`src/rtl/dht11_pkg.sv`:
```
// Shared types and helpers for the DHT11 read scheduler.
// Frame layout is {hum_i, hum_d, tmp_i, tmp_d, checksum}, MSB first.
package dht11_pkg;

    typedef enum logic [2:0] {
        StBoot,
        StIdle,
        StWait,
        StCheck,
        StResp
    } state_e;

    localparam int unsigned FrameW  = 40;
    localparam int unsigned HumIOff = 32;
    localparam int unsigned HumDOff = 24;
    localparam int unsigned TmpIOff = 16;
    localparam int unsigned TmpDOff = 8;
    localparam int unsigned CsumOff = 0;

    localparam logic RspOk   = 1'b1;
    localparam logic RspFail = 1'b0;

    // 8-bit wrapping sum of the four data bytes must equal the checksum byte.
    function automatic logic checksum_ok(input logic [FrameW-1:0] f);
        logic [7:0] sum;
        sum = f[HumIOff +: 8] + f[HumDOff +: 8] + f[TmpIOff +: 8] + f[TmpDOff +: 8];
        return sum == f[CsumOff +: 8];
    endfunction

endpackage

```
`src/rtl/dht11_rr_arbiter.sv`:
```
// Round-robin arbiter: the first set request at or after the pointer wins.
// The pointer moves to one past the served index when adv_i is pulsed.
module dht11_rr_arbiter #(
    parameter int unsigned NREQ = 2,
    localparam int unsigned IdxW = (NREQ > 1) ? $clog2(NREQ) : 1
) (
    input  logic            clk_i,
    input  logic            rst_i,
    input  logic [NREQ-1:0] req_i,
    input  logic            en_i,
    input  logic            adv_i,
    input  logic [IdxW-1:0] adv_idx_i,
    output logic [NREQ-1:0] grant_o,
    output logic [IdxW-1:0] idx_o
);

    logic [IdxW-1:0] ptr_q, ptr_d;

    always_comb begin
        ptr_d = ptr_q;
        if (adv_i) begin
            ptr_d = (adv_idx_i == IdxW'(NREQ - 1)) ? '0 : adv_idx_i + IdxW'(1);
        end
    end

    always_comb begin
        int unsigned j;
        logic        found;
        grant_o = '0;
        idx_o   = '0;
        found   = 1'b0;
        j       = 0;
        for (int unsigned i = 0; i < NREQ; i++) begin
            j = (32'(ptr_q) + i) % NREQ;
            if (en_i && !found && req_i[j]) begin
                found      = 1'b1;
                grant_o[j] = 1'b1;
                idx_o      = IdxW'(j);
            end
        end
    end

    always_ff @(posedge clk_i or posedge rst_i) begin
        if (rst_i) begin
            ptr_q <= '0;
        end else begin
            ptr_q <= ptr_d;
        end
    end

endmodule

```
`src/rtl/dht11_read_scheduler.sv`:
```
// Shares one DHT11 driver between NREQ requesters with power-on/gap pacing,
// checksum validation and retries. Define DHT11_CACHE_EN to serve requests
// from the last good reading while the inter-read gap is still running.
module dht11_read_scheduler
    import dht11_pkg::*;
#(
    parameter int unsigned NREQ         = 2,
    parameter int unsigned POWER_ON_CYC = 50_000_000,
    parameter int unsigned GAP_CYC      = 100_000_000,
    parameter int unsigned TIMEOUT_CYC  = 2_500_000,
    parameter int unsigned MAX_RETRY    = 2
) (
    input  logic            clk_i,
    input  logic            rst_i,
    input  logic [NREQ-1:0] req_i,
    output logic [NREQ-1:0] ack_o,
    output logic [15:0]     rsp_hum_o,
    output logic [15:0]     rsp_temp_o,
    output logic            rsp_ok_o,
    output logic            drv_start_o,
    input  logic            drv_busy_i,
    input  logic            drv_done_i,
    input  logic [39:0]     drv_data_i
);

    localparam int unsigned IdxW   = (NREQ > 1) ? $clog2(NREQ) : 1;
    localparam int unsigned GapMax = (POWER_ON_CYC > GAP_CYC) ? POWER_ON_CYC : GAP_CYC;
    localparam int unsigned GapW   = $clog2(GapMax) + 1;
    localparam int unsigned TmoW   = $clog2(TIMEOUT_CYC) + 1;

    localparam logic [GapW-1:0] GapBoot  = GapW'(POWER_ON_CYC - 1);
    localparam logic [GapW-1:0] GapLoad  = GapW'(GAP_CYC - 1);
    localparam logic [TmoW-1:0] TmoLast  = TmoW'(TIMEOUT_CYC - 1);
    localparam logic [2:0]      RetryMax = 3'(MAX_RETRY);

    state_e              state_q, state_d;
    logic [GapW-1:0]     gap_q, gap_d;
    logic [TmoW-1:0]     tmo_q, tmo_d;
    logic [2:0]          retry_q, retry_d;
    logic [IdxW-1:0]     g_q, g_d;
    logic [NREQ-1:0]     gnt_q, gnt_d;
    logic                pend_q, pend_d;
    logic [FrameW-1:0]   frame_q, frame_d;
    logic                frame_vld_q, frame_vld_d;
    logic [NREQ-1:0]     ack_q, ack_d;
    logic                drv_start_q, drv_start_d;
    logic [15:0]         hum_q, hum_d;
    logic [15:0]         temp_q, temp_d;
    logic                ok_q, ok_d;
`ifdef DHT11_CACHE_EN
    logic                cache_vld_q, cache_vld_d;
    logic [15:0]         cache_hum_q, cache_hum_d;
    logic [15:0]         cache_temp_q, cache_temp_d;
`endif

    logic                gap_ok;
    logic                start;
    logic                arb_en;
    logic                arb_adv;
    logic [NREQ-1:0]     arb_grant;
    logic [IdxW-1:0]     arb_idx;

    assign gap_ok = (gap_q == '0);

    dht11_rr_arbiter #(
        .NREQ (NREQ)
    ) u_arb (
        .clk_i     (clk_i),
        .rst_i     (rst_i),
        .req_i     (req_i),
        .en_i      (arb_en),
        .adv_i     (arb_adv),
        .adv_idx_i (g_q),
        .grant_o   (arb_grant),
        .idx_o     (arb_idx)
    );

    always_comb begin
        state_d     = state_q;
        gap_d       = gap_ok ? gap_q : gap_q - GapW'(1);
        tmo_d       = tmo_q;
        retry_d     = retry_q;
        g_d         = g_q;
        gnt_d       = gnt_q;
        pend_d      = pend_q;
        frame_d     = frame_q;
        frame_vld_d = frame_vld_q;
        ack_d       = '0;
        drv_start_d = 1'b0;
        hum_d       = hum_q;
        temp_d      = temp_q;
        ok_d        = ok_q;
`ifdef DHT11_CACHE_EN
        cache_vld_d  = cache_vld_q;
        cache_hum_d  = cache_hum_q;
        cache_temp_d = cache_temp_q;
`endif
        start   = 1'b0;
        arb_en  = 1'b0;
        arb_adv = 1'b0;

        unique case (state_q)
            // BOOT evaluates the IDLE start condition in the cycle gap_ok rises so
            // the first drv_start lands exactly POWER_ON_CYC cycles after reset.
            StBoot, StIdle: begin
                if (state_q == StIdle || gap_ok) begin
                    state_d = StIdle;
                    if (pend_q) begin
                        start = gap_ok && !drv_busy_i;
                    end else if (|req_i) begin
                        arb_en = 1'b1;
                        if (gap_ok && !drv_busy_i) begin
                            start   = 1'b1;
                            g_d     = arb_idx;
                            gnt_d   = arb_grant;
                            retry_d = '0;
                        end
`ifdef DHT11_CACHE_EN
                        else if (cache_vld_q && !gap_ok) begin
                            g_d     = arb_idx;
                            gnt_d   = arb_grant;
                            ack_d   = arb_grant;
                            hum_d   = cache_hum_q;
                            temp_d  = cache_temp_q;
                            ok_d    = RspOk;
                            state_d = StResp;
                        end
`endif
                    end
                    if (start) begin
                        drv_start_d = 1'b1;
                        gap_d       = GapLoad;
                        tmo_d       = '0;
                        pend_d      = 1'b0;
                        state_d     = StWait;
                    end
                end
            end
            StWait: begin
                if (tmo_q != TmoLast) begin
                    tmo_d = tmo_q + TmoW'(1);
                end
                if (drv_done_i) begin
                    frame_d     = drv_data_i;
                    frame_vld_d = 1'b1;
                    state_d     = StCheck;
                end else if (tmo_q == TmoLast) begin
                    frame_vld_d = 1'b0;
                    state_d     = StCheck;
                end
            end
            StCheck: begin
                if (frame_vld_q && checksum_ok(frame_q)) begin
                    hum_d   = {frame_q[HumIOff +: 8], frame_q[HumDOff +: 8]};
                    temp_d  = {frame_q[TmpIOff +: 8], frame_q[TmpDOff +: 8]};
                    ok_d    = RspOk;
                    ack_d   = gnt_q;
                    state_d = StResp;
`ifdef DHT11_CACHE_EN
                    cache_vld_d  = 1'b1;
                    cache_hum_d  = {frame_q[HumIOff +: 8], frame_q[HumDOff +: 8]};
                    cache_temp_d = {frame_q[TmpIOff +: 8], frame_q[TmpDOff +: 8]};
`endif
                end else if (retry_q < RetryMax) begin
                    retry_d = retry_q + 3'd1;
                    pend_d  = 1'b1;
                    state_d = StIdle;
                end else begin
                    ok_d    = RspFail;
                    ack_d   = gnt_q;
                    state_d = StResp;
                end
            end
            StResp: begin
                arb_adv = 1'b1;
                state_d = StIdle;
            end
            default: begin
                state_d = StBoot;
            end
        endcase
    end

    always_ff @(posedge clk_i or posedge rst_i) begin
        if (rst_i) begin
            state_q     <= StBoot;
            gap_q       <= GapBoot;
            tmo_q       <= '0;
            retry_q     <= '0;
            g_q         <= '0;
            gnt_q       <= '0;
            pend_q      <= 1'b0;
            frame_q     <= '0;
            frame_vld_q <= 1'b0;
            ack_q       <= '0;
            drv_start_q <= 1'b0;
            hum_q       <= '0;
            temp_q      <= '0;
            ok_q        <= 1'b0;
`ifdef DHT11_CACHE_EN
            cache_vld_q  <= 1'b0;
            cache_hum_q  <= '0;
            cache_temp_q <= '0;
`endif
        end else begin
            state_q     <= state_d;
            gap_q       <= gap_d;
            tmo_q       <= tmo_d;
            retry_q     <= retry_d;
            g_q         <= g_d;
            gnt_q       <= gnt_d;
            pend_q      <= pend_d;
            frame_q     <= frame_d;
            frame_vld_q <= frame_vld_d;
            ack_q       <= ack_d;
            drv_start_q <= drv_start_d;
            hum_q       <= hum_d;
            temp_q      <= temp_d;
            ok_q        <= ok_d;
`ifdef DHT11_CACHE_EN
            cache_vld_q  <= cache_vld_d;
            cache_hum_q  <= cache_hum_d;
            cache_temp_q <= cache_temp_d;
`endif
        end
    end

    assign ack_o       = ack_q;
    assign drv_start_o = drv_start_q;
    assign rsp_hum_o   = hum_q;
    assign rsp_temp_o  = temp_q;
    assign rsp_ok_o    = ok_q;

endmodule
```
`config.mk`:
```
export PLATFORM = sky130hd
export DESIGN_NAME = dht11_read_scheduler
export DESIGN_NICKNAME = d
export VERILOG_FILES = /design/src/rtl/dht11_pkg.sv /design/src/rtl/dht11_rr_arbiter.sv /design/src/rtl/dht11_read_scheduler.sv
export SDC_FILE = /design/constraint.sdc
export NUM_CORES = 1
export LEC_CHECK = 0
export ABC_CLOCK_PERIOD_IN_PS = 5600
export CAP_MARGIN = 5
export CORE_ASPECT_RATIO = 1.5
export CORE_MARGIN = 2
export CORE_UTILIZATION = 56
export CTS_CLUSTER_SIZE = 16
export DETAILED_ROUTE_END_ITERATION = 10
export GPL_TIMING_DRIVEN = 1
export PLACE_DENSITY = 0.82
export SYNTH_ARGS = -nofsm -noshare
export SYNTH_HDL_FRONTEND = slang
export SYNTH_SLANG_ARGS = --single-unit
```
`constraint.sdc`:
```
create_clock -name clk_i -period 5.6 [get_ports clk_i]
set_input_delay 1.12 -clock clk_i [delete_from_list [all_inputs] [get_ports clk_i]]
set_output_delay 1.12 -clock clk_i [all_outputs]
set_load 0.02 [all_outputs]
```
==> flow_summary.toml <==
[status]
status = "completed"

[synthesis]
syn_inst = 547
synth_flop_cell = "dfrtp_1"
syn_area_mm2 = 0.00655
synth-async-reset-ratio = 1.00
yosys_warnings = 0
yosysSeqAreaShare = 0.535
yosys_register_bits = 139
synth_edf_count = 0
synth_nets = 617
ys_types = 53
avgSynthCellArea_um2 = 12.0

[power_and_ir_drop]
p_switching_uw = 514
clkPwrFrac = 0.506
vdd_drop_max_mv = 0.222
powerDensity_mw_per_mm2 = 292
share_seq_of_total_power = 0.448
power_leakage_uw = 0.00378
swShare = 0.216
combPwrFrac = 0.046
p_int_uw = 1870

[route]
vias = 4439
dr.pass1.iters = 4
antenna_left = 0
dr.first_iter.drc_count = 229
wirelength_mm = 13.4
viasPerCell = 5.58
drcViolationCount = 0
drt-wirelength-per-cell_um = 16.9

[sta]
tightest_slew_ns = 1.04
fin_worst_skew_ns = 0.00955
max_slew_margin = 0.308
hold_violations = 0
period_minus_slack_ns = 4.58
rsz0062_at_grt = "false"
setup_viol = 0
fin_setup_tns_ns = 0
slew_violations = 0
period_share = 0.818
fmax_ghz = 0.218

[cells_and_area]
final_cells = 796
nNetsFinal = 703
drive_gt1_frac = 0.207
synthToLayoutAreaGrowth_pct = 24.6
final_common_cell = "dfrtp_1"
final_cell_mix = "dfrtp_1, clkdlybuf4s50_1, mux2_2"
n_antenna_cell = 0

[clocking]
insertion_delay_ns = 0.41
cts_tree = "built"
post_cts_resized = 0
cts.sinks = 139
ctsLongestPathBuffers = 2
clk_pin_slew_ns = 0.06
holdBufCountCts = 0
htreeDepth = 4
cts_setup_buffers = 0
cts_buffers = 17
cts-root-buf = "clkbuf_16"

[worst_setup_path]
setup.worst_path.start = "frame_q[9]$_DFFE_PP0P_"
r2r_end = "rsp_temp_o[13]$_DFFE_PP0P_"
r2r_cells = 12
worstReg2RegStart = "frame_q[9]$_DFFE_PP0P_"
worstSetupPathType = "reg2reg"
worstSetupStartpointType = "register"
endpoint = "rsp_temp_o[13]$_DFFE_PP0P_"
critPathArrivalTime_ns = 4.87
critPathCaptureType = "register"
reg2reg_slack_ns = 1.02
required_ns = 5.89
crit_path_max_fanout = 25

[global_routing]
grt_pass1_vias = 4745
grt_pass1_wl_mm = 23.0
antenna_found_initial = 0
grt_max_degree = 50
track_usage = 0.233
gr-total-overflow = 0

[worst_hold_path]
min_delay_path_depth = 1
min_from = "g_q$_DFFE_PP0P_"
hold_path.class = "reg2reg"

[floorplanning]
ioPinCount = 82
die_height_um = 136
core_mm2 = 0.0115
initial_core_util = 0.571
dieArea_mm2 = 0.0126
fp.dieW_um = 92.3
num_rows = 48

[placement]
dp.cells = 764
place_hpwl_mm = 9.39
portBuffers = 81
place_congestion = 0.824

[run]
drv_cap = 0
[critical path, cell delays in order, from the launching register on]
cell and delay, ns:
dfrtp_1 0.42, fa_1 0.55, inv_1 0.06, fa_1 0.50, inv_1 0.05, ha_1 0.22
fa_1 0.47, xnor2_1 0.19, nand4_1 0.12, or4_1 0.58, nor4_4 0.66, buf_12 0.27
mux2_2 0.36
[Yosys cell counts (all sizes together), types with 4 or more instances]
| master | count | area (um2) |
|---|---|---|
| xnor2 | 26 | 228 |
| nor2 | 43 | 161 |
| dfrtp | 121 | 3030 |
| nor3 | 18 | 90.1 |
| dfstp | 18 | 473 |
| nand4 | 6 | 43.8 |
| or4 | 5 | 41.3 |
| nand2 | 39 | 149 |
| nor4b | 4 | 65.1 |
| xor2 | 29 | 254 |
| a21o | 7 | 52.6 |
| nand3 | 22 | 110 |
| ha | 10 | 125 |
| nor4 | 9 | 62.6 |
| and3 | 10 | 62.6 |
| inv | 18 | 67.6 |
| buf | 8 | 42.5 |
| or3 | 6 | 42.5 |
| clkbuf | 9 | 33.8 |
| and2 | 4 | 25.0 |
| a21oi | 15 | 75.1 |
| fa | 14 | 280 |
| mux2 | 67 | 754 |
| o21ai | 13 | 65.1 |
[metal layers]
metal | vias to the layer above | routed length [um] | global-route usage
met1 | 2246 | 5250 | 0.285
met4 | 0 | 120 | 0.0531
li1 | 2076 | - | -
met5 | - | 0 | 0
met2 | 105 | 7290 | 0.403
met3 | 12 | 778 | 0.0787
[per-stage QoR]
stage / total power (uW) / util / instance area (um2) / hold slack (ns) / worst slack (ns)
2_1_floorplan: 1140 / - / 6550 / 0.418 / 0.785
4_1_cts: 2400 / 0.711 / 8160 / 0.460 / 1.03
5_1_grt: 2460 / 0.711 / 8160 / 0.479 / 0.874
3_5_place_dp: 1190 / 0.655 / 7520 / 0.449 / 1.09
3_3_place_gp: 1190 / 0.655 / 7520 / 0.431 / 1.16
6_report: 2380 / 0.711 / 8160 / 0.462 / 1.02
[cell families (layout without fill, tap and decap cells)]
logic type | after synthesis | in the layout | share of synthesized area
buffers and inverters | 35 | 134 | 0.0220
and+or+nand+nor | 178 | 178 | 0.145
xor gates and xnor gates | 55 | 55 | 0.0736
DFF | 139 | 139 | 0.535
adders and majority gates | 24 | 24 | 0.0619
muxes | 68 | 68 | 0.117
AOI/OAI and AO/OA | 48 | 48 | 0.0460
[sequential cells by signal, indices dropped and copies added, names as in the netlist]
register	count
frame_q	40
tmo_q	23
u_arb.ptr_q	1
g_q	1
rsp_hum_o	16
drv_start_o	1
state_q	3
rsp_temp_o	16
pend_q	1
ack_o	2
gnt_q	2
retry_q	3
gap_q	28
rsp_ok_o	1
frame_vld_q	1
[power by group through the flow]
stage	logic, uW	registers (uW)	clock network, uW
after detailed placement	110	1080	0
after global placement	106	1080	0
after floorplan	63.5	1080	0
after CTS	111	1070	1220
after global routing	124	1070	1270
final	109	1070	1200
[worst min path at each step]
stage,end,slack (ns)
final,u_arb.ptr_q$_DFFE_PP0N_,0.46
after global routing,u_arb.ptr_q$_DFFE_PP0N_,0.48
after CTS,u_arb.ptr_q$_DFFE_PP0N_,0.46
after detailed placement,u_arb.ptr_q$_DFFE_PP0N_,0.45
after global placement,u_arb.ptr_q$_DFFE_PP0N_,0.43
after floorplan,u_arb.ptr_q$_DFFE_PP0N_,0.42
[layout make-up]
type	count	area, um2
Sequential cell	139	3500
Fill cell	763	3310
Multi-Input combinational cell	373	2910
Timing Repair Buffer	84	846
Clock buffer	19	453
Clock inverter	13	190
Tap cell	150	188
Inverter	18	70.1
No activity file was read; power rests on OpenSTA's default activity.
